===== config.mk =====
export PLATFORM = sky130hd
export DESIGN_NAME = elevator_scheduler
export DESIGN_NICKNAME = d
export VERILOG_FILES = /design/src/rtl/elevator_scheduler.sv
export SDC_FILE = /design/constraint.sdc
export NUM_CORES = 1
export LEC_CHECK = 0
export CAP_MARGIN = 20
export CORE_UTILIZATION = 60
export CTS_CLUSTER_DIAMETER = 60
export DETAILED_ROUTE_END_ITERATION = 8
export GPL_TIMING_DRIVEN = 1
export MAX_ROUTING_LAYER = met4
export PLACE_DENSITY = 0.91
export SKIP_CTS_REPAIR_TIMING = 1
export SLEW_MARGIN = 20
export SYNTH_ARGS = -nofsm -noshare
export SYNTH_HDL_FRONTEND = slang
export SYNTH_SLANG_ARGS = --single-unit

===== constraint.sdc =====
create_clock -name clk -period 4 [get_ports clk]
set_clock_uncertainty 0.1 [all_clocks]
set_input_delay 0.6 -clock clk [delete_from_list [all_inputs] [get_ports clk]]
set_output_delay 0.6 -clock clk [all_outputs]
set_load 0.05 [all_outputs]

===== src/rtl/elevator_scheduler.sv =====
// -----------------------------------------------------------------------------
// elevator_scheduler
//
// Single-car elevator controller. Floor calls are latched every clock. The car
// FSM only advances on the `tick` strobe: it moves one floor per MOVE_TICKS
// ticks and holds the door open for DOOR_TICKS ticks. Scheduling keeps going
// in the current direction while there are calls ahead, and reverses only when
// nothing is left that way.
//
// Ports
//   clk            system clock
//   rst            synchronous, active-high reset
//   tick           single-cycle advance strobe; all timing moves only on it
//   estop          (only with ELEV_ESTOP_EN) freeze car, counters and floor
//   call_req       per-floor call pulses, sampled every clk
//   pending        latched outstanding calls
//   current_floor  floor the car is at, or last departed
//   sim_state      00 idle, 01 moving up, 10 moving down, 11 door open
//   destination    one-hot target floor (display use)
//   arrive         one-clk pulse when the door opens
//
// Optional feature
//   ELEV_ESTOP_EN  define to add the `estop` input. While estop is high the
//                  car is frozen and sim_state reads 00; calls still latch.
// -----------------------------------------------------------------------------
module elevator_scheduler #(
  parameter int NUM_FLOORS = 8,
  parameter int MOVE_TICKS = 16,
  parameter int DOOR_TICKS = 8
) (
  input  logic                          clk,
  input  logic                          rst,
  input  logic                          tick,
`ifdef ELEV_ESTOP_EN
  input  logic                          estop,
`endif
  input  logic [NUM_FLOORS-1:0]         call_req,
  output logic [NUM_FLOORS-1:0]         pending,
  output logic [$clog2(NUM_FLOORS)-1:0] current_floor,
  output logic [1:0]                    sim_state,
  output logic [NUM_FLOORS-1:0]         destination,
  output logic                          arrive
);

  localparam int FW = $clog2(NUM_FLOORS);
  localparam int MW = (MOVE_TICKS > 1) ? $clog2(MOVE_TICKS) : 1;
  localparam int DW = (DOOR_TICKS > 1) ? $clog2(DOOR_TICKS) : 1;

  localparam logic [FW-1:0] TOP_FLOOR = FW'(NUM_FLOORS - 1);
  localparam logic [MW-1:0] MOVE_LAST = MW'(MOVE_TICKS - 1);
  localparam logic [DW-1:0] DOOR_LAST = DW'(DOOR_TICKS - 1);

  // Encodings double as the sim_state display code.
  typedef enum logic [1:0] {
    ST_IDLE = 2'b00,
    ST_UP   = 2'b01,
    ST_DOWN = 2'b10,
    ST_DOOR = 2'b11
  } state_t;

  state_t        state, state_next;
  logic          dir, dir_next;           // 1 = up
  logic [FW-1:0] floor_next;
  logic [MW-1:0] move_cnt, move_next;
  logic [DW-1:0] door_cnt, door_next;
  logic [NUM_FLOORS-1:0] pending_next;
  logic          door_enter;
  logic          door_hold;
  logic          frozen;

  logic [FW-1:0] floor_up, floor_dn;
  assign floor_up = current_floor + 1'b1;
  assign floor_dn = current_floor - 1'b1;

`ifdef ELEV_ESTOP_EN
  assign frozen = estop;
`else
  assign frozen = 1'b0;
`endif

  // ---------------------------------------------------------------------------
  // Call geometry relative to the current floor
  // ---------------------------------------------------------------------------
  logic                  calls_above, calls_below;
  logic [NUM_FLOORS-1:0] near_above, near_below;

  always_comb begin
    // NOTE: every variable written here gets a default first, so no path can
    // leave it unassigned and infer a latch.
    calls_above = 1'b0;
    calls_below = 1'b0;
    near_above  = '0;
    near_below  = '0;
    for (int i = 0; i < NUM_FLOORS; i++) begin
      if (pending[i] && (i > int'(current_floor))) calls_above = 1'b1;
      if (pending[i] && (i < int'(current_floor))) calls_below = 1'b1;
    end
    // Descending scan: the last hit is the closest call above.
    for (int i = NUM_FLOORS - 1; i >= 0; i--) begin
      if (pending[i] && (i > int'(current_floor))) begin
        near_above    = '0;
        near_above[i] = 1'b1;
      end
    end
    // Ascending scan: the last hit is the closest call below.
    for (int i = 0; i < NUM_FLOORS; i++) begin
      if (pending[i] && (i < int'(current_floor))) begin
        near_below    = '0;
        near_below[i] = 1'b1;
      end
    end
  end

  // ---------------------------------------------------------------------------
  // Scheduling decision, shared by IDLE and door expiry
  // ---------------------------------------------------------------------------
  state_t dec_state;
  logic   dec_dir;

  always_comb begin
    dec_state = ST_IDLE;
    dec_dir   = dir;
    if (pending[current_floor]) begin
      dec_state = ST_DOOR;
    end else if (dir ? calls_above : calls_below) begin
      dec_state = dir ? ST_UP : ST_DOWN;
    end else if (dir ? calls_below : calls_above) begin
      dec_dir   = ~dir;
      dec_state = dir ? ST_DOWN : ST_UP;
    end
  end

  // A hall call at the open door keeps it open instead of becoming pending.
  // It acts every clk, and overrides an expiry on the same cycle so the
  // caller is never left behind.
  assign door_hold = (state == ST_DOOR) && call_req[current_floor] && !frozen;

  // ---------------------------------------------------------------------------
  // Next-state logic
  // ---------------------------------------------------------------------------
  always_comb begin
    state_next = state;
    dir_next   = dir;
    floor_next = current_floor;
    move_next  = move_cnt;
    door_next  = door_cnt;
    door_enter = 1'b0;

    if (!frozen) begin
      unique case (state)
        ST_IDLE: begin
          if (tick) begin
            state_next = dec_state;
            dir_next   = dec_dir;
            move_next  = '0;
            door_enter = (dec_state == ST_DOOR);
          end
        end

        ST_UP: begin
          if (tick) begin
            if (move_cnt == MOVE_LAST) begin
              move_next = '0;
              if (current_floor != TOP_FLOOR) begin
                floor_next = floor_up;
                if (pending[floor_up]) begin
                  state_next = ST_DOOR;
                  door_enter = 1'b1;
                end
              end else begin
                // Nothing above the top floor: stop and let IDLE re-decide.
                state_next = ST_IDLE;
              end
            end else begin
              move_next = move_cnt + 1'b1;
            end
          end
        end

        ST_DOWN: begin
          if (tick) begin
            if (move_cnt == MOVE_LAST) begin
              move_next = '0;
              if (current_floor != '0) begin
                floor_next = floor_dn;
                if (pending[floor_dn]) begin
                  state_next = ST_DOOR;
                  door_enter = 1'b1;
                end
              end else begin
                state_next = ST_IDLE;
              end
            end else begin
              move_next = move_cnt + 1'b1;
            end
          end
        end

        ST_DOOR: begin
          if (door_hold) begin
            door_next = DOOR_LAST;
          end else if (tick) begin
            if (door_cnt == '0) begin
              state_next = dec_state;
              dir_next   = dec_dir;
              move_next  = '0;
              door_enter = (dec_state == ST_DOOR);
            end else begin
              door_next = door_cnt - 1'b1;
            end
          end
        end

        default: state_next = ST_IDLE;
      endcase
    end

    if (door_enter) door_next = DOOR_LAST;
  end

  // Call latching. The clear for a floor whose door is opening is applied
  // last, so a simultaneous call for that floor is absorbed by the opening.
  always_comb begin
    pending_next = pending | call_req;
    if (door_hold)  pending_next[current_floor] = pending[current_floor];
    if (door_enter) pending_next[floor_next]    = 1'b0;
  end

  // ---------------------------------------------------------------------------
  // Registers
  // ---------------------------------------------------------------------------
  always_ff @(posedge clk) begin
    // NOTE: sequential state uses non-blocking assignments so every register
    // samples pre-edge values regardless of statement order.
    if (rst) begin
      state         <= ST_IDLE;
      dir           <= 1'b1;
      current_floor <= '0;
      move_cnt      <= '0;
      door_cnt      <= '0;
      pending       <= '0;
      arrive        <= 1'b0;
    end else begin
      state         <= state_next;
      dir           <= dir_next;
      current_floor <= floor_next;
      move_cnt      <= move_next;
      door_cnt      <= door_next;
      pending       <= pending_next;
      arrive        <= door_enter;
    end
  end

  // ---------------------------------------------------------------------------
  // Display outputs, combinational from registers
  // ---------------------------------------------------------------------------
  assign sim_state = frozen ? 2'b00 : state;

  always_comb begin
    destination = '0;
    unique case (state)
      ST_IDLE: destination = '0;
      ST_DOOR: destination = NUM_FLOORS'(1) << current_floor;
      ST_UP:   destination = near_above;
      ST_DOWN: destination = near_below;
      default: destination = '0;
    endcase
  end

endmodule

---- Word-level counts from Yosys, hierarchy flattened ----
Cells that the tools add are included.
word-level totals
  bits in registers ....................... 22
  bits of input ports ..................... 11
  output and inout bits ................... 22
  word-level logic and storage cells ...... 186
cells by class
  $add $sub $neg .......................... 4
  order comparisons ....................... 20
  eq/ne operators ......................... 18
  shift-type cells ........................ 1
  muxes and demuxes ....................... 104
  bitwise gates (word level) .............. 4
  reductions and logical operators ........ 28
operators with widths
  kind                                                  number
  2-to-1 mux 8 bit                                      14
  2-to-1 mux 1 bit                                      42
  2-to-1 mux 2 bit                                      18
  2-to-1 mux 3 bit                                      11
  case mux 8 bit (4 select lines)                       1
  2-to-1 mux 4 bit                                      6
  logical AND 1 bit                                     17
  < comparator 3 x 4 -> 1 bit (second input constant)   4
  != test 2 bit (second input constant)                 7
  binary-select mux 1 bit (select 3 bit)                4
  greater-than comparator 3 bit (first input constant)  4
  != test 3 bit (second input constant)                 4
  case mux 4 bit (3 select lines)                       1
  AND reduction 10 bit                                  1
  AND reduction 5 bit                                   2
  < comparator 3 bit (first input constant)             3
  AND 8 bit                                             1
  bitwise mux 8 bit                                     1
  NOT 8 bit                                             1
  bitwise OR 8 bit                                      1
  case mux 2 bit (4 select lines)                       1
  << shifter 1 x 3 -> 8 bit (first input constant)      1
  demux 1 bit (select 3 bit)                            2
  == test 2 bit (second input constant)                 3
  21 further kinds                                      29

---- Longest topological paths before layout ----
Gate-level depths: netlist (run 1).
  word-level depth ........................ 20
  depth in mapped cells ................... 11
  gate-level depth less buffers ........... 9

---- Worst setup path after synthesis (run 1) ----
OpenSTA, ideal clock, no wires.
  kind .................................... register to output
  start point ............................. register current_floor[0]
  end point ............................... output port destination[6]
  data arrival time ....................... 2609 ps
  required time ........................... 3300 ps
  slack ................................... 691 ps
  cell stages (with the launch flop) ...... 10
  path through ............................ dfxtp_1 -> buf_6 -> buf_6 -> clkbuf_1 -> nor2_1 -> a31oi_1 -> nand4_1 -> a21oi_1 -> a32oi_1 -> nor2_1
on the way
  longest elaborated chain between the ends .. 9
RTL lines
  element                            line  source
  from (decl)                        39    output logic [$clog2(NUM_FLOORS)-1:0] current_floor,
  from (signal assigned)             246   current_floor <= floor_next;
  greater-than comparator 3 bit      100   if (pending[i] && (i > int'(current_floor))) begin
  logical AND 1 bit                  100
  2-to-1 mux 8 bit (6 in a row)      100
  case mux 8 bit (4 select lines) *  261   unique case (state)
  to (decl)                          41    output logic [NUM_FLOORS-1:0] destination,
Every way passes the cells marked *; elsewhere a longest branch is shown, timed or not.

---- Worst setup path after layout (run 1) ----
  start point ............................. register current_floor[0]
  end point ............................... output port destination[3]
The elaborated chain is that of the path after synthesis.

==> results.toml, run 1 <==
[floorplanning]
die_area_um2 = 4310
std_cell_rows = 22
ioPinCount = 33
die_h_um = 65.7
die_w_um = 65.7
start_util_pct = 64.5
coreArea_um2 = 3770

[layout]
final_nets = 362
n_antenna_cell = 0
finish.utilization_pct = 72.4
syn2layout_area_growth_pct = 12.3
nFillCells = 309
layout-drive-gt1-share_pct = 8.36

[drt]
wl_um = 7380
drt_first_pass_iters = 5
routedWlPerCell_um = 19.3
viasPerCell = 6.91
vias = 2647
drt-initial-drc-count = 351
remaining_drc_errors = 0
antenna_left = 0

[sta]
fin_tns_setup_ns = 0
finalCriticalPeriod_ns = 3.63
finalSetupViolations = 0
hold_violations = 0
worst_pin_slew_ns = 0.756
fin_crit_sh_pct = 90.7
slew_violations = 0
fmax_mhz = 276
maxSlewHeadroom_pct = 49.2
rsz0062_at_grt = "no"

[synthesis]
ys_seq_area_share_pct = 18.1
synth_common_cells = "nand2_1, nor2_1, a21oi_1"
synthArstFlopShare_pct = 0
synth_edf_count = 0
synth_fp_nets = 344
yosys.area.top_type = "dfxtp_1"
netlist_area_um2 = 2430
ys_ff_latch = 22
yosysWarnings = 0
avgSynthCellArea_um2 = 7.65
yosysTopAreaCellShare_pct = 18.1
yosysMostFrequentCell = "nand2_1"
synth.area.top_cells = "dfxtp_1, ha_1, a21oi_1"
synth_cell_types = 70
synth_flop_cell = "dfxtp_1"
synthCells = 318

[placement]
dp_hpwl_um = 5290
gp_congestion = 0.951
portBuffers = 32

[pwr]
leakage_nw = 0.990
powerDensity_nw_per_um2 = 433
ir_worst_vdd_uv = 454

[critical_path]
path_class = "register to primary output"
timing.critical_path.to_type = "primary output"
cp_max_fo = 15
startpoint_type = "register"
required_ns = 3.30
worstPathArrival_ns = 2.93

[worst_hold_path]
hp-class = "register to register"

[cts]
htree_levels = 1
cts_root_buf = "clkbuf_8"
cts_tree = "built"
numCtsBuffers = 3
clk_latency_ns = 0.27
cts_sinks = 22
clockBufferDepth = 2
clk_pin_slew_ns = 0.08

[global_routing]
grt_pass1_wl_um = 12200
antenna_found_initial = 0
use_met3_pct = 3.99
grtUsageMet1_pct = 49.3
grt_busiest_layer = "met2"
use_met2_pct = 55.5
gr-usage-all-layers_pct = 37.7
grt_max_degree = 28
grt_pass1_vias = 2485
overflow = 0

[run]
max_cap_violations = 0

[run_status]
status = "complete, no violations"
==> through the flow <==
| stage | setup WS [ns] | cells | power (mW) | hold slack [ns] | area [um^2] |
|---|---|---|---|---|---|
| after CTS | 0.482 | 383 | 1.16 | 0.381 | 2730 |
| after detailed placement | 0.785 | 379 | 0.953 | 0.369 | 2660 |
| final | 0.371 | 383 | 1.18 | 0.380 | 2730 |
| after floorplan | 0.691 | 318 | 0.802 | 0.349 | 2430 |
| after global placement | 0.812 | 379 | 0.938 | 0.363 | 2660 |
| after global routing | 0.236 | 383 | 1.24 | 0.399 | 2730 |
==> metal layers <==
layer	vias to the layer above	part of all wire, %	routed length (um)
li1	1219	-	-
met2	183	46	3400
met1	1220	41	3010
met3	25	9.5	699
met5	-	0	0
met4	0	3.6	268
==> cell type report <==
type                            count  area, um^2  share of cell area (%)
Clock buffer                        3        41.3                    1.51
Multi-Input combinational cell    253        1740                    63.6
Timing Repair Buffer               37         350                    12.8
Sequential cell                    22         440                    16.1
Inverter                           19        71.3                    2.61
Clock inverter                      1        30.0                    1.10
Tap cell                           48        60.1                    2.20
==> state kept, by name, summed over array words and instances (netlist names) <==
signal         cells
dir                1
sim_state          2
door_cnt           3
current_floor      3
arrive             1
move_cnt           4
pending            8
==> path summary, 6_finish.rpt <==
kind | from | cells past startpoint | slack (ns) | to
min | move_cnt[1] | 2 | 0.38 | move_cnt[1]
min reg2reg | move_cnt[1] | 2 | 0.38 | move_cnt[1]
max | current_floor[0] | 7 | 0.37 | destination[3]
max reg2reg | current_floor[0] | 10 | 0.74 | pending[5]
==> power breakdown <==
| part | internal, mW | leakage (nW) | switching (mW) |
|---|---|---|---|
| clock network | 0.134 | 0.0357 | 0.0771 |
| registers | 0.255 | 0.181 | 0.0487 |
| logic | 0.243 | 0.774 | 0.424 |
==> cell families after synthesis <==
| group | share of synthesized area, % |
|---|---|
| buf+inv | 10.4 |
| flops | 18.1 |
| fa+ha+maj | 7.72 |
| compound gates | 32.1 |
| simple gates | 23.3 |
| mux | 8.33 |
==> placed cells by master (no fill, tap or decap), types with 3 or more instances in the layout <==
| master | n |
|---|---|
| o221ai_1 | 5 |
| inv_1 | 18 |
| clkdlybuf4s50_1 | 29 |
| o21ai_0 | 16 |
| nor2b_1 | 6 |
| o22ai_1 | 3 |
| or4_1 | 5 |
| nand3_1 | 8 |
| clkbuf_8 | 3 |
| mux2i_1 | 9 |
| nand2b_1 | 4 |
| a21o_1 | 5 |
| a211o_1 | 3 |
| ha_1 | 15 |
| nor2_1 | 28 |
| mux2_1 | 5 |
| a211oi_1 | 3 |
| buf_4 | 8 |
| a21oi_1 | 27 |
| dfxtp_1 | 22 |
| a41oi_1 | 3 |
| nand2_1 | 29 |
| nor3_1 | 9 |
| a31oi_1 | 13 |
| nand4_1 | 6 |
==> critical path: stages, from the launching register on <==
cell and delay (ns):
dfxtp_1 0.61, nor2b_1 0.11, o21ai_0 0.59, a31oi_1 0.17, nor2_1 0.12, o21ai_0 0.08
a21oi_1 0.17, clkdlybuf4s50_1 0.81
(Power assumes the default switching activity.)
==> run 2: changes to the inputs <==
==> constraint.sdc (replaced) <==
create_clock -name clk -period 4 [get_ports clk]
set_clock_uncertainty 0.1 [all_clocks]
set_input_delay 0.8 -clock clk [delete_from_list [all_inputs] [get_ports clk]]
set_output_delay 0.8 -clock clk [all_outputs]
set_load 0.05 [all_outputs]
==> results.toml, run 2 (synthesized netlist as in run 1, its figures left out) <==
[floorplanning]
die_area_um2 = 4310
die_w_um = 65.7
std_cell_rows = 22
ioPinCount = 33
start_util_pct = 64.5
die_h_um = 65.7
coreArea_um2 = 3770

[global_routing]
antenna_found_initial = 0
grt_pass1_wl_um = 12800
grt_max_degree = 28
overflow = 0
grt_pass1_vias = 2505
gr-usage-all-layers_pct = 39.5

[drt]
remaining_drc_errors = 0
viasPerCell = 7.17
vias = 2789
drt_first_pass_iters = 6
wl_um = 7840
antenna_left = 0
routedWlPerCell_um = 20.2
drt-initial-drc-count = 477

[layout]
post-route-cell-area_um2 = 2810
final_common_cell = "nand2_1"
final_nets = 368
nFillCells = 271
syn2layout_area_growth_pct = 15.5
n_antenna_cell = 0
largest_reg_flops = 8
largest_register = "pending"
layout-drive-gt1-share_pct = 10.6
largestRegisters = "pending x8, move_cnt x4"
final_cell_mix = "nand2_1, nor2_1, a21oi_1, clkdlybuf4s50_1, dfxtp_1"

[run_status]
status = "complete, no violations"

[critical_path]
timing.critical_path.to_type = "primary output"
required_ns = 3.10
timing.rr.end = "sim_state[0]"
cp_max_fo = 10
crit_end = "destination[0]"
worstPathArrival_ns = 2.72
path_class = "register to primary output"
rr_worst_depth = 8
rrSetupSlack_ns = 0.57
startpoint_type = "register"
crit_path_start = "sim_state[0]"
r2r_start = "current_floor[0]"

[sta]
worst_pin_slew_ns = 0.724
finalSetupViolations = 0
finalCriticalPeriod_ns = 3.62
rsz0062_at_grt = "no"
fin_tns_setup_ns = 0
slew_violations = 0
maxSlewHeadroom_pct = 51.4
fin_crit_sh_pct = 90.6
hold_violations = 0
fmax_mhz = 276

[cts]
cts_sinks = 22
clk_latency_ns = 0.26
cts_root_buf = "clkbuf_8"
clockBufferDepth = 2
clk_pin_slew_ns = 0.08
numCtsBuffers = 3
htree_levels = 1
cts_tree = "built"

[worst_hold_path]
holdPathStages = 2
hp-class = "register to register"

[pwr]
leakage_nw = 1.03
finalPower_mw = 1.21
ir_worst_vdd_uv = 522
powerDensity_nw_per_um2 = 429

[placement]
dpl_cell_area_um2 = 2740
dp_hpwl_um = 5540
gp_congestion = 1.03
portBuffers = 32

[run]
max_cap_violations = 0
-- run 2: cell types whose count changed in the layout (fill, tap and decap cells not counted), sizes merged --
cell | before | now
buf | 8 | 16
clkdlybuf4s50 | 29 | 27
-- run 2: area by class of cell --
cell class	count	area [um^2]	area share [%]
Inverter	19	71.3	2.54
Clock inverter	1	30.0	1.07
Clock buffer	3	41.3	1.47
Timing Repair Buffer	43	428	15.2
Multi-Input combinational cell	253	1740	61.9
Tap cell	48	60.1	2.14
Sequential cell	22	440	15.7
-- run 2: per-stage QoR --
stage | hold WS (ns) | instances | utilization [%] | setup WS, ns
after floorplan | 0.349 | 318 | - | 0.491
after global placement | 0.365 | 385 | 72.6 | 0.769
after detailed placement | 0.366 | 385 | 72.6 | 0.728
after CTS | 0.377 | 389 | 74.5 | 0.433
after global routing | 0.415 | 389 | 74.5 | 0.227
final | 0.382 | 389 | 74.5 | 0.376
-- run 2: per-layer routing --
layer	vias to the layer above	routed length [um]	track usage [%]
li1	1238	-	-
met1	1262	3050	49.7
met2	240	3510	62.5
met3	49	874	4.86
met4	0	408	18.5
met5	-	0	-
-- run 2: how the worst min path moves through the flow --
stage / startpoint / to / slack (ns)
after floorplan: move_cnt[1] / move_cnt[1] / 0.35
after global placement: move_cnt[1] / move_cnt[1] / 0.36
after detailed placement: move_cnt[1] / move_cnt[1] / 0.37
after CTS: move_cnt[1] / move_cnt[1] / 0.38
after global routing: move_cnt[1] / move_cnt[1] / 0.41
final: move_cnt[1] / move_cnt[1] / 0.38
-- run 2: worst max-delay path: stages, from the launching register on --
cell,delay (ns)
dfxtp_1,0.34
inv_1,0.11
ha_1,0.43
inv_1,0.17
a211oi_1,0.27
nand4_1,0.13
a21oi_1,0.18
clkdlybuf4s50_1,0.82
-- run 2: report_power, final --
| part | switching [mW] | internal, mW | leakage [nW] |
|---|---|---|---|
| logic | 0.448 | 0.251 | 0.815 |
| registers | 0.0432 | 0.255 | 0.181 |
| clock network | 0.0742 | 0.134 | 0.0357 |
==> run 3: changes to the inputs <==
RECOVER_POWER = 50   (was unset)
==> results.toml, run 3 (synthesized netlist as in run 1, its figures left out) <==
[run_status]
status = "complete, no violations"

[layout]
final_cell_mix = "nand2_1, nor2_1, a21oi_1"
multi_input_area_um2 = 1720
final_common_cell = "nand2_1"
largestRegisters = "pending x8, move_cnt x4"
final_nets = 368
nFillCells = 273
syn2layout_area_growth_pct = 14.9
n_antenna_cell = 0
regArea_um2 = 440
largest_register = "pending"
largest_reg_flops = 8
layout-drive-gt1-share_pct = 10.3

[worst_hold_path]
holdPathStages = 2
hp-class = "register to register"
hold_path_end = "move_cnt[1]"
hp-start = "move_cnt[1]"

[pwr]
leakage_nw = 1.06
finalPower_mw = 1.19
powerDensity_nw_per_um2 = 425
ir_worst_vdd_uv = 512

[placement]
portBuffers = 32
dp_hpwl_um = 5540
gp_congestion = 1.03

[cts]
clockBufferDepth = 2
clk_pin_slew_ns = 0.08
htree_levels = 1
cts_tree = "built"
numCtsBuffers = 3
cts_sinks = 22
cts_root_buf = "clkbuf_8"
clk_latency_ns = 0.26

[sta]
fmax_mhz = 277
fin_tns_setup_ns = 0
finalCriticalPeriod_ns = 3.61
fin_crit_sh_pct = 90.2
rsz0062_at_grt = "no"
maxSlewHeadroom_pct = 52.4
finalSetupViolations = 0
hold_violations = 0
worst_pin_slew_ns = 0.709
slew_violations = 0

[global_routing]
gr-usage-all-layers_pct = 39.5
overflow = 0
grt_pass1_wl_um = 12800
grt_pass1_vias = 2505
grt_max_degree = 28
antenna_found_initial = 0

[critical_path]
timing.critical_path.to_type = "primary output"
cp_common_cell = "a21oi_1"
crit_chain = "buf_4, a21oi_1, o21bai_1, a211oi_1, nand4_1, a21oi_1, clkdlybuf4s50_1"
required_ns = 3.10
timing.rr.end = "sim_state[0]"
r2r_start = "current_floor[0]"
rrSetupSlack_ns = 0.59
cp_max_fo = 16
startpoint_type = "register"
crit_slowest_cell = "clkdlybuf4s50_1"
path_class = "register to primary output"
rr_worst_depth = 8
critPathMaxStageDelay_ns = 0.82
worstPathArrival_ns = 2.71

[drt]
viasPerCell = 7.05
remaining_drc_errors = 0
drt-initial-drc-count = 531
wl_um = 7760
drt_first_pass_iters = 8
routedWlPerCell_um = 19.9
vias = 2741
antenna_left = 0

[run]
max_cap_violations = 0

[floorplanning]
start_util_pct = 64.5
die_area_um2 = 4310
die_h_um = 65.7
std_cell_rows = 22
die_w_um = 65.7
ioPinCount = 33
coreArea_um2 = 3770
run 3: where the power goes:
part / internal (mW) / switching, mW
Sequential: 0.255 / 0.0429
Clock: 0.134 / 0.0749
Combinational: 0.241 / 0.439
run 3: final cells by class:
| cell class | count | area share (%) |
|---|---|---|
| multi-input cells | 253 | 61.7 |
| flip-flops and latches | 22 | 15.8 |
| repair buffers | 43 | 15.3 |
| inverters | 19 | 2.55 |
| well taps | 48 | 2.15 |
| clock buffers | 3 | 1.48 |
| clock inverters | 1 | 1.07 |
run 3: critical path, delay by kind of cell, from the launching register on:
family          cells  cell delay [ns]
flops               1             0.47
buf+inv             2             1.07
simple gates        1             0.13
compound gates      4             0.76
run 3: worst max path at each step:
stage               slack, ns             start             end
floorplan                0.49  current_floor[0]  destination[6]
global placement         0.77      sim_state[0]  destination[0]
detailed placement       0.73  current_floor[0]    sim_state[0]
CTS                      0.43      sim_state[0]  destination[0]
global route             0.23  current_floor[0]  destination[0]
finish                   0.39  current_floor[0]  destination[0]
run 3: metrics by stage:
step,setup slack (ns),cells,hold slack (ns),instance area [um^2],util (%)
floorplan,0.491,318,0.349,2430,-
global placement,0.769,385,0.365,2740,72.6
detailed placement,0.728,385,0.366,2740,72.6
CTS,0.433,389,0.377,2810,74.5
global route,0.226,389,0.415,2790,74.1
finish,0.392,389,0.381,2790,74.1
run 3: routing by layer:
layer  track usage, %  vias up  wire length, um
li1                 -     1236                -
met1             49.7     1225             2930
met2             62.5      221             3480
met3             4.86       59              894
met4             18.5        0              442
met5                -        -                0
==> edit 1: new RTL, config.mk and constraints of run 1 <==
Build with the macro `ELEV_ESTOP_EN` defined.
--- a/src/rtl/elevator_scheduler.sv
+++ b/src/rtl/elevator_scheduler.sv
@@ -24,4 +24,6 @@
 //                  car is frozen and sim_state reads 00; calls still latch.
 // -----------------------------------------------------------------------------
+`define ELEV_ESTOP_EN
+
 module elevator_scheduler #(
   parameter int NUM_FLOORS = 8,
Interface: changed (added estop); port bits go from 33 to 34. The function was not compared with the original's and may differ.
==> edit 1 against run 1 <==
Clock power down 40%. Wire length down 17%. Hold slack better by 47 ps. Synthesized area down 9.4%. Non-clock buffer count up 1. Sequential cell count unchanged. First-iteration DRC count down 30%. Power down 29%. Worst setup slack better by 5.1 ps. Cell area down 5.5%. Die area down 9.1%. Critical endpoint is now destination[5]. Largest cell class unchanged. Largest power group unchanged. Highest routed layer unchanged.
==> edit 1: results (changes against run 1) <==
ROUTE.MET3.WL_UM=592  # was 699 µm
ROUTE.MET2.WL_UM=2752  # was 3401 µm
LAYOUT.BUFFER.NONCLOCK.AREA_SHARE=0.1406  # was 0.1283
M1WIRELENGTH_UM=2684  # was 3012 µm
GR-USAGE-ALL-LAYERS=0.3308  # was 0.3771
NUM-FILL-CELLS=274  # was 309
SYNTH_COMMONEST_CELLS='nor2_1, a21oi_1, dfxtp_1, o21ai_0, nand2_1'  # was nand2_1, nor2_1, a21oi_1, dfxtp_1, inv_1
CLOCK_PIN_SLEW_WORST_SETUP_AND_HOLD_PATHS_PS=130  # was 80 ps
PWR.GROUP.CLOCK_mW=0.126  # was 0.211 mW
STATUS='completed'  # unchanged
NON_CLOCK_INVERTER_COUNT=18  # was 19
GRT_PASS1_VIAS=2214  # was 2485
SYNTH_COMPOUND_GATE_AREA_SHARE=0.3161  # was 0.3210
SYNTH_CELL_TYPES=56  # was 70
CP_DATA_ARRIVAL_TIME_PS=2920  # was 2930 ps
MULTIINPUTCOMBCELLCOUNT=244  # was 253
FINAL-CLK-CELL-SHARE=0.01406  # was 0.02611
FIRST_ITER_VIOLATIONS=245  # was 351
CTSROOTBUFFERMASTER='clkbuf_4'  # was clkbuf_8
YS_SEQ_AREA_FRAC=0.1998  # was 0.1811
GRT_MAX_DEGREE=27  # was 28
LAYOUT.NON_CLOCK_BUFFERS=38  # was 37
PLACEMENT.IO_BUFFERS=33  # was 32
MULTI_INPUT_COMB_AREA_UM2=1617  # was 1738 µm²
ROUTABILITY_CONGESTION_ESTIMATE_FROM_GLOBAL_PLACEMENT=0.9391  # was 0.9506
CLK_LATENCY_WORST_SKEW_PAIR_PS=320  # was 270 ps
DRIVE_GT1_FRAC=0.07669  # was 0.08358
VIAS=2466  # was 2647
P_LEAK_nW=0.8872  # was 0.9904 nW
NETLIST_TOP_CELLS_AREA='dfxtp_1, ha_1, a21oi_1'  # unchanged
PATH_MAX_FANOUT=13  # was 15
GRT_USE_MET3=0.05109  # was 0.03993
CLOCKBUFFERCOUNT=4  # was 3
SW_FRAC_OF_TOTAL=0.4535  # was 0.4651
WL_PER_CELL_UM=16.55  # was 19.27 µm
MUX_CELL_AREA_SHARE_AFTER_SYNTHESIS=0.05902  # was 0.08333
GRT_PASS1_WL_UM=10230  # was 12160 µm
GR-USAGE-MET1=0.4233  # was 0.4926
VDD_DROP_MAX_mV=0.2331  # was 0.4539 mV
LAYOUT.CORE_UTILIZATION=0.7557  # was 0.7243
SYNTH-ADDER-AREA-SHARE=0.08513  # was 0.07716
-- edit 1: worst paths after layout --
path               endpoint              from  cells after the start  slack (ps)
min reg2reg     move_cnt[1]       move_cnt[1]                      2         430
max reg2reg      pending[7]  current_floor[2]                      7         660
max          destination[5]  current_floor[2]                      7         380
min             move_cnt[1]       move_cnt[1]                      2         430
-- edit 1: per-stage QoR --
stage / worst slack, ps / cells / area, µm² / power, mW
floorplan: 728.8 / 302 / 2205 / 0.5959
global placement: 635.9 / 368 / 2545 / 0.7016
detailed placement: 516.4 / 368 / 2545 / 0.7107
CTS: 422.6 / 372 / 2581 / 0.8370
global route: 203.7 / 372 / 2581 / 0.8983
finish: 376.0 / 372 / 2581 / 0.8443
-- edit 1: critical path, delay by kind of cell, from the launching register on --
kind	cells	cell delay, ps
flip-flops	1	660
buffers and inverters	2	1080
AND/OR/NAND/NOR	2	380
AO/OA/AOI/OAI	3	480
==> edit 2: new RTL, flow settings as in run 1 <==
Made on the original files. Remove the register `arrive`: a continuous assignment takes its place, so the output `arrive` follows one clock earlier.
--- a/src/rtl/elevator_scheduler.sv
+++ b/src/rtl/elevator_scheduler.sv
@@ -240,5 +240,4 @@
       door_cnt      <= '0;
       pending       <= '0;
-      arrive        <= 1'b0;
     end else begin
       state         <= state_next;
@@ -248,7 +247,8 @@
       door_cnt      <= door_next;
       pending       <= pending_next;
-      arrive        <= door_enter;
-    end
-  end
+    end
+  end
+
+  assign arrive = door_enter;
 
   // ---------------------------------------------------------------------------
Formal check against the unedited RTL: not equivalent (Yosys sat finds a counterexample within 4 cycles, from zero or initial values and one cycle with rst high).
==> edit 2 against run 1 <==
Fmax fell by 2.3%. Count of clock-buffer cells in the layout rose by 1. Sequential cell count shrank 1. Wire length fell by 16%. Global-route usage decreased by 3.8 points. Synthesized area down 9.5%. Cell area decreased by 6.7%. Clock power decreased by 51%. First-iteration DRC count decreased by 30%. Worst setup slack worse by 86 ps. Critical path depth increased by 1. Power down 16%.
==> edit 2: results (changes against run 1) <==
NNETSFINAL=337  # was 362
MIN_DELAY_WORST_ENDPOINT='door_cnt[0]'  # was move_cnt[1]
INTERNAL_POWER_CONSUMPTION_mW=0.5129  # was 0.6325 mW
P_LEAK_nW=0.9053  # was 0.9904 nW
SYNTH_COMMONEST_CELLS='nor2_1, nand2_1, dfxtp_1, o21ai_0, a21oi_1'  # was nand2_1, nor2_1, a21oi_1, dfxtp_1, inv_1
GRT_MAX_DEGREE=21  # was 28
CLOCK_PIN_SLEW_WORST_SETUP_AND_HOLD_PATHS_PS=110  # was 80 ps
SYNTH-ADDER-AREA-SHARE=0.08523  # was 0.07716
P_COMB_mW=0.609  # was 0.667 mW
GR-USAGE-ALL-LAYERS=0.3394  # was 0.3771
ROUTE.DETAILED.VIAS_PER_INST=6.618  # was 6.911
STATUS='completed'  # unchanged
ROUTABILITY_CONGESTION_ESTIMATE_FROM_GLOBAL_PLACEMENT=0.9631  # was 0.9506
DP_HPWL_UM=4617  # was 5290 µm
AVGSYNTHCELLAREA_UM2=7.620  # was 7.649 µm²
WL_PER_CELL_UM=17.40  # was 19.27 µm
HOLD_PATH.CLASS='reg2reg'  # unchanged
R2R.WORST_PATH.CELLS=8  # was 10
HOLDCRITSTARTPOINT='door_cnt[0]'  # was move_cnt[1]
YS_SEQ_AREA_FRAC=0.1909  # was 0.1811
VDD_DROP_MAX_mV=0.2778  # was 0.4539 mV
MUX_CELL_AREA_SHARE_AFTER_SYNTHESIS=0.08750  # was 0.08333
LARGEST_INCREMENTAL_DELAY_ON_THE_CRITICAL_PATH_PS=710  # was 810 ps
FIRST_ITER_VIOLATIONS=246  # was 351
CLK_LATENCY_WORST_SKEW_PAIR_PS=310  # was 270 ps
SEQ_POWER_SHARE=0.285  # was 0.257
SYNTH_CELL_TYPES=63  # was 70
NUM-FILL-CELLS=283  # was 309
GRT_PASS1_WL_UM=10330  # was 12160 µm
CTSROOTBUFFERMASTER='clkbuf_4'  # was clkbuf_8
CP_DATA_ARRIVAL_TIME_PS=3010  # was 2930 ps
NET_COUNT_AFTER_SYNTHESIS=315  # was 344
NETLIST_TOP_CELLS_AREA='dfxtp_1, ha_1, nor2_1'  # was dfxtp_1, ha_1, a21oi_1
GRT_PASS1_VIAS=2166  # was 2485
DRIVE_GT1_FRAC=0.09032  # was 0.08358
PLACEDCELLCOUNT=352  # was 379
PATH_MAX_FANOUT=20  # was 15
SYNTH_COMPOUND_GATE_AREA_SHARE=0.2784  # was 0.3210
CP_SLOWEST_CELL='dfxtp_1'  # was clkdlybuf4s50_1
CRIT-REG2REG-CAPTURE='pending[7]'  # was pending[5]
-- edit 2: logic make-up (layout without fill, tap and decap cells) --
family          Yosys count  in the layout
flops                    21             21
xor+xnor                  1              1
simple gates            115            115
fa+ha+maj                15             15
buf+inv                  34             55
mux                      16             16
compound gates           87             87
-- edit 2: worst max-delay path by stage --
stage / start / to / slack (ps) / depth (start not counted)
floorplan: current_floor[1] / arrive / 150 / 10
global placement: current_floor[0] / arrive / 760 / 9
detailed placement: current_floor[0] / arrive / 690 / 8
CTS: current_floor[0] / arrive / 320 / 8
global route: current_floor[0] / arrive / 70 / 8
finish: current_floor[0] / arrive / 290 / 8
-- edit 2: metrics by stage --
stage	hold slack [ps]	utilization	setup WS [ps]	power [mW]	cell area [µm²]
after floorplan	379.2	-	146.5	0.7305	2202
after global placement	398.4	0.7385	755.1	0.8782	2522
after detailed placement	400.4	0.7385	690.9	0.8877	2522
after CTS	416.5	0.7462	316.1	0.9899	2549
after global routing	453.7	0.7462	67.57	1.074	2549
final	415.4	0.7462	285.5	0.9966	2549
-- edit 2: per-layer routing --
layer	vias up	track usage	wire, µm
li1	1134	-	-
met1	1070	0.4512	2650
met2	135	0.5435	2863
met3	17	0.02920	556
met4	0	0.1076	122
met5	-	-	0
-- edit 2: area by class of cell --
class	instances	area [µm²]	area share
Sequential cell	21	420.4	0.1649
Clock buffer	4	26.28	0.01031
Tap cell	46	57.56	0.02258
Multi-Input combinational cell	234	1619	0.6352
Inverter	14	57.56	0.02258
Timing Repair Buffer	37	367.9	0.1443
-- edit 2: worst register-to-register path, cell delays in order (launching register included) --
cell	delay, ps
dfxtp_1	710
inv_1	220
ha_1	480
mux4_2	240
mux2i_1	90
or3b_1	380
a211o_1	320
a21oi_2	230
a221oi_1	120
